<file path="src/rtl/cpu_control_fsm.sv">
// rtl/cpu_control_fsm.sv - multi-cycle CPU control FSM (FETCH/DECODE/EXEC/MEM/WB).
// Optional memory-wait timeout into a sticky ERR state when CPU_CTRL_TIMEOUT_EN is defined.
module cpu_control_fsm #(
  parameter int DATA_W  = 16,
  parameter int TIMEOUT = 15
) (
  input  logic              clk,
  input  logic              reset,
  input  logic [15:0]       ir,
  input  logic [DATA_W-1:0] reg_1,
  input  logic [DATA_W-1:0] reg_2,
  input  logic              mem_ready,
  output logic              mem_req,
  output logic              mem_we,
  output logic              mem_addr_sel,
  output logic              ir_load,
  output logic              pc_load,
  output logic              pc_src,
  output logic [2:0]        alu_sel,
  output logic              alu_a_sel,
  output logic              alu_b_sel,
  output logic [2:0]        reg_1_sel,
  output logic [2:0]        reg_2_sel,
  output logic [2:0]        rf_wr_sel,
  output logic              rf_we,
  output logic              rf_wdata_sel,
  output logic [2:0]        state,
  output logic              err
);

  localparam logic [2:0] OP_ADD  = 3'd0;
  localparam logic [2:0] OP_ADDI = 3'd1;
  localparam logic [2:0] OP_SUB  = 3'd2;
  localparam logic [2:0] OP_NAND = 3'd3;
  localparam logic [2:0] OP_LW   = 3'd4;
  localparam logic [2:0] OP_SW   = 3'd5;
  localparam logic [2:0] OP_BNE  = 3'd6;
  localparam logic [2:0] OP_J    = 3'd7;

  typedef enum logic [2:0] {
    S_FETCH  = 3'd0,
    S_DECODE = 3'd1,
    S_EXEC   = 3'd2,
    S_MEM    = 3'd3,
    S_WB     = 3'd4,
    S_RSV5   = 3'd5,
    S_RSV6   = 3'd6,
    S_ERR    = 3'd7
  } state_t;

  state_t     state_q, state_d;
  logic [2:0] op_q, rd_q, rs1_q, rs2_q;
  logic       timed_out;
  logic       unused_ir;

  assign unused_ir = ^ir[3:0];
  assign state     = state_q;

`ifdef CPU_CTRL_TIMEOUT_EN
  localparam int CNT_W = $clog2(TIMEOUT + 1);
  localparam logic [CNT_W-1:0] CNT_LAST = CNT_W'(TIMEOUT - 1);

  logic [CNT_W-1:0] wait_cnt;
  logic             in_mem_wait_state;
  logic             waiting;

  assign in_mem_wait_state = (state_q == S_FETCH) || (state_q == S_MEM);
  assign waiting           = in_mem_wait_state && !mem_ready;
  // The TIMEOUT-th consecutive wait cycle is the one that diverts to ERR.
  assign timed_out         = waiting && (wait_cnt == CNT_LAST);
  assign err               = (state_q == S_ERR);

  always_ff @(posedge clk or posedge reset) begin
    if (reset) begin
      wait_cnt <= '0;
    end else if (waiting) begin
      wait_cnt <= wait_cnt + 1'b1;
    end else if (in_mem_wait_state) begin
      wait_cnt <= '0;
    end
  end
`else
  logic unused_cfg;

  assign unused_cfg = (TIMEOUT > 0);
  assign timed_out  = 1'b0;
  assign err        = 1'b0;
`endif

  always_ff @(posedge clk or posedge reset) begin
    if (reset) begin
      state_q <= S_FETCH;
      op_q    <= 3'd0;
      rd_q    <= 3'd0;
      rs1_q   <= 3'd0;
      rs2_q   <= 3'd0;
    end else begin
      state_q <= state_d;
      if (state_q == S_DECODE) begin
        op_q  <= ir[15:13];
        rd_q  <= ir[12:10];
        rs1_q <= ir[9:7];
        rs2_q <= ir[6:4];
      end
    end
  end

  always_comb begin
    state_d      = state_q;
    mem_req      = 1'b0;
    mem_we       = 1'b0;
    mem_addr_sel = 1'b0;
    ir_load      = 1'b0;
    pc_load      = 1'b0;
    pc_src       = 1'b0;
    alu_sel      = 3'd0;
    alu_a_sel    = 1'b0;
    alu_b_sel    = 1'b0;
    reg_1_sel    = 3'd0;
    reg_2_sel    = 3'd0;
    rf_wr_sel    = 3'd0;
    rf_we        = 1'b0;
    rf_wdata_sel = 1'b0;

    case (state_q)
      S_FETCH: begin
        mem_req = 1'b1;
        if (timed_out) begin
          state_d = S_ERR;
        end else if (mem_ready) begin
          ir_load = 1'b1;
          pc_load = 1'b1;
          state_d = S_DECODE;
        end
      end
      S_DECODE: begin
        reg_1_sel = ir[9:7];
        reg_2_sel = ir[6:4];
        state_d   = S_EXEC;
      end
      S_EXEC: begin
        // Keep the read ports on the latched sources so BNE compares stable data.
        reg_1_sel = rs1_q;
        reg_2_sel = rs2_q;
        alu_sel   = op_q;
        case (op_q)
          OP_ADD, OP_SUB, OP_NAND: begin
            state_d = S_WB;
          end
          OP_ADDI: begin
            alu_b_sel = 1'b1;
            state_d   = S_WB;
          end
          OP_LW, OP_SW: begin
            alu_b_sel = 1'b1;
            state_d   = S_MEM;
          end
          OP_BNE: begin
            if (reg_1 != reg_2) begin
              pc_load   = 1'b1;
              pc_src    = 1'b1;
              alu_a_sel = 1'b1;
              alu_b_sel = 1'b1;
            end
            state_d = S_FETCH;
          end
          default: begin
            pc_load   = 1'b1;
            pc_src    = 1'b1;
            alu_b_sel = 1'b1;
            state_d   = S_FETCH;
          end
        endcase
      end
      S_MEM: begin
        mem_req      = 1'b1;
        mem_addr_sel = 1'b1;
        mem_we       = (op_q == OP_SW);
        if (timed_out) begin
          state_d = S_ERR;
        end else if (mem_ready) begin
          state_d = (op_q == OP_LW) ? S_WB : S_FETCH;
        end
      end
      S_WB: begin
        rf_we        = 1'b1;
        rf_wr_sel    = rd_q;
        rf_wdata_sel = (op_q == OP_LW);
        state_d      = S_FETCH;
      end
      S_ERR: begin
        state_d = S_ERR;
      end
      default: begin
        state_d = S_FETCH;
      end
    endcase

    // Reset forces FETCH, whose request strobe must not escape while reset is held.
    if (reset) begin
      mem_req = 1'b0;
      ir_load = 1'b0;
      pc_load = 1'b0;
    end
  end

endmodule
</file>
<file path="config.mk">
export PLATFORM = sky130hd
export DESIGN_NAME = cpu_control_fsm
export DESIGN_NICKNAME = d
export VERILOG_FILES = /design/src/rtl/cpu_control_fsm.sv
export SDC_FILE = /design/constraint.sdc
export NUM_CORES = 1
export LEC_CHECK = 0
export CELL_PAD_IN_SITES_DETAIL_PLACEMENT = 0
export CELL_PAD_IN_SITES_GLOBAL_PLACEMENT = 1
export CORE_MARGIN = 2
export CORE_UTILIZATION = 24
export CTS_CLUSTER_SIZE = 8
export DETAILED_ROUTE_END_ITERATION = 8
export GPL_ROUTABILITY_DRIVEN = 0
export PLACE_DENSITY_LB_ADDON = 0.1
export REMOVE_ABC_BUFFERS = 1
export SLEW_MARGIN = 5
export SYNTH_ARGS = -nofsm -noshare
export SYNTH_HDL_FRONTEND = slang
export SYNTH_SLANG_ARGS = --single-unit
export TNS_END_PERCENT = 20
</file>
<file path="constraint.sdc">
create_clock -name clk -period 1.82 [get_ports clk]
set_input_delay 0.273 -clock clk [delete_from_list [all_inputs] [get_ports clk]]
set_output_delay 0.273 -clock clk [all_outputs]
set_load 0.02 [all_outputs]
</file>
==> impl_results.md <==
- Reg clk slew, reported paths: 0.06 ns
- Critical Path Fanout Max: 3
- Die Ht: approximately 70 µm
- Final hold vios: 0
- Worst Path Buf+Inv: 2
- DIE WIDTH: approximately 71 µm
- Clock root cell: clkbuf_8
- Cell taking the most area after synthesis: dfrtp_1
- Slowest cell on crit path: nor4_1
- Post-Syn Instances: about 110
- Max IR drop VDD: ~420 µV
- Wirelength per Cell: roughly 12 µm
- Largest net degree at the start of global routing: 16
- Area growth syn-to-layout: 84.3%
- Routed vias: between 1000 and 1500
- CP Class: input port to primary output
- RSZ-0062 raised after global routing: true
- Flop pwr share: between 20% and 30%
- R2r endpoint: rd_q[1]
- Period minus WS final: 1.78 ns
- Initial antenna violation count: 0
- Count leader, synth: xor2_1
- Post-synth ARST share: 100%
- Vias in the first global route: approximately 1200
- XOR/XNOR Fraction of Synth Area: about an eighth
- Grt ovf: 0
- Detailed Route Iter0 Violations: 27
- Slew Limit Fails: 0
- Crit path launch type: input port
- CP Launch Point: reg_2[8]
- CTS buffer count: 3
- Sequential area share after synthesis: between 30% and 40%
- Postcts setup bufs: 0
- Worst EP arrival: roughly 1.5 ns
- Largest family of logic cells by synthesized area: simple AND/OR/NAND/NOR gates
- Detailed-route DRC error count: 0
- CTS tree: built
- Largest cells by area after synthesis: dfrtp_1, xor2_1, mux2_2, a22o_2, mux2_4
- Final setup violation count: 0
- Clk network pwr share: between 10% and 20%
- Gr usage total: between 10% and 20%
- CP Cell Sequence: dlygate4sd2_1 -> xor2_1 -> nor4_1 -> nand4_1 -> nor2_1 -> a21oi_1 -> buf_4
- First-pass GRT wire length: about 4.8 mm
- Synthesized area per cell: roughly 10 µm²
- Outcome: finished clean
- First-pass DRT Iterations: 3
- Final ANT Viol Nets: 0
- Synth Area in Compound Gates: between 10% and 20%
- Highest Clock Rate: approximately 560 MHz
- DIE AREA: 4970 µm²
- Setup slack after layout: about 0.039 ns
- Row count: 24
- Switching Share: between 30% and 40%
- Worst R2R Path Depth: 6
- Share of cells above drive strength 1: around two fifths
- Pint: 1.54 mW
- Area share of the largest cell type after synthesis: between 30% and 40%
- Post-synth EDFFs: 0
- #FFs+latches synth: 15
- Combinational share of power: a little over three fifths
- Hold Slack: 0.444 ns
- Largest stage delay, worst path: 0.27 ns
- Post-synth cell types: 32
- H-tree depth: 1
- Min-delay worst type: input port to async pin
- # hold bufs at CTS: 0
- DP Wirelength: 2.53 mm
- Clock Path Buffers: 2
- Leak Pwr: between 0.9 and 1 nW
- Max-cap viol count: 0
- PD cells: between 1000 and 1500 nW/µm²
- CTS sink cnt: 15
- Post-synthesis simple-gate area fraction: 21.2%
- I/O Buffers: just over 70
- Synth Area in Adders: 0%
- I/O Pins: between 70 and 80
- Crit end category: primary output
- Core Region: ~4300 µm²
- YS warnings: 0
- Total length of routed wires: a little under 3 mm
- CP top delay family: simple AND/OR/NAND/NOR gates
- # diodes: 0
- Post-Syn Area: ~1100 µm²
- Mux share of post-synthesis cell area: ~14%
- Commonest register cell after synthesis: dfrtp_1
- R2R Setup Slk: 0.30 ns
- Via density: around 4.6
- Final period util: between 90 and 100%
- Final net count: 250
- Worst-Skew Late Latency: 0.24 ns
- FF-to-FF Start: state[0]
- Dpl ws: -0.691 ns
- Post-synth top cells: xor2_1, dfrtp_1, and3_1, mux2_2
- Worst EP required: 1.55 ns
- Initial Util: 24.7%
- NetSw: a little under 1 mW
- Clock Skews: 0.000535 ns
==> placed cells by master (no fill, tap or decap), types with 3 or more instances in the layout <==
cell type         n
nor2_1            5
nand2_1           4
dlygate4sd2_1    21
clkdlybuf4s15_1  15
a21oi_1           3
mux2_2            8
nor4_2            3
buf_2            10
xor2_1           16
clkdlybuf4s50_1  16
o21ai_0           3
clkbuf_8          3
buf_4            25
and3_1            8
dfrtp_1          13
clkbuf_2          6
a22o_2            6
mux2_4            4
==> routing by layer <==
metal / up-vias / share of wire [%] / GRT usage (%)
li1: 559 / - / -
met1: 538 / 39 / 12.2
met2: 45 / 54 / 23.6
met3: 2 / 6.3 / 2.71
met4: 0 / 0.74 / 2.52
met5: - / 0 / 0
==> power by group through the flow <==
| stage | clock network, mW | registers (mW) | logic [mW] |
|---|---|---|---|
| after floorplan | 0 | 0.677 | 0.828 |
| after global placement | 0 | 0.658 | 1.73 |
| after detailed placement | 0 | 0.661 | 1.74 |
| after CTS | 0.266 | 0.664 | 1.66 |
| after global routing | 0.278 | 0.703 | 1.73 |
| final | 0.257 | 0.679 | 1.60 |
==> registers in the layout (all words and copies together), names as in the netlist <==
register	flops
rs2_q	3
op_q	3
state	3
rs1_q	3
rd_q	3
==> kinds of logic after synthesis <==
kind of cell	Yosys count
compound gates	17
buf+inv	7
xor+xnor	16
simple gates	37
other cells	1
flops	15
mux	12
==> stage by stage <==
step	power [mW]	instance area, µm²	util, %	std cells	TNS, ns
5_1_grt	2.71	1960	45.6	250	-0.253
6_report	2.53	1960	45.6	250	0
4_1_cts	2.59	2000	46.6	250	-0.375
3_5_place_dp	2.41	1990	46.3	246	-4.65
2_1_floorplan	1.51	1030	-	100	-0.223
3_3_place_gp	2.39	1990	46.3	246	-4.73
==> final cells by class <==
type	count	area, µm²
Sequential cell	15	378
Tap cell	52	65.1
Multi-Input combinational cell	83	681
Fill cell	418	2340
Inverter	2	7.51
Clock buffer	4	45.0
Timing Repair Buffer	94	782
==> how the worst max path moves through the flow <==
| stage | endpoint | cells after the start | slack, ns |
|---|---|---|---|
| floorplan | alu_a_sel | 3 | -0.17 |
| global placement | alu_b_sel | 7 | -0.64 |
| detailed placement | alu_b_sel | 7 | -0.69 |
| CTS | reg_1_sel[0] | 5 | -0.09 |
| global route | pc_load | 7 | -0.09 |
| finish | pc_load | 7 | 0.04 |
==> repair_timing <==
action / CTS / global route
setup endpoints to repair: 23 / 21
pin swaps: 19 / 2
cloned: 0 / 0
gates resized for setup: 108 / 21
==> worst reg2reg max path, cell delays in order (launching register included) <==
cell and delay, ns:
dfrtp_2 0.41, buf_4 0.13, inv_2 0.04, nor3_4 0.21
buf_12 0.16, buf_4 0.13, mux2_2 0.33
Power figures use the tool's default switching activity.
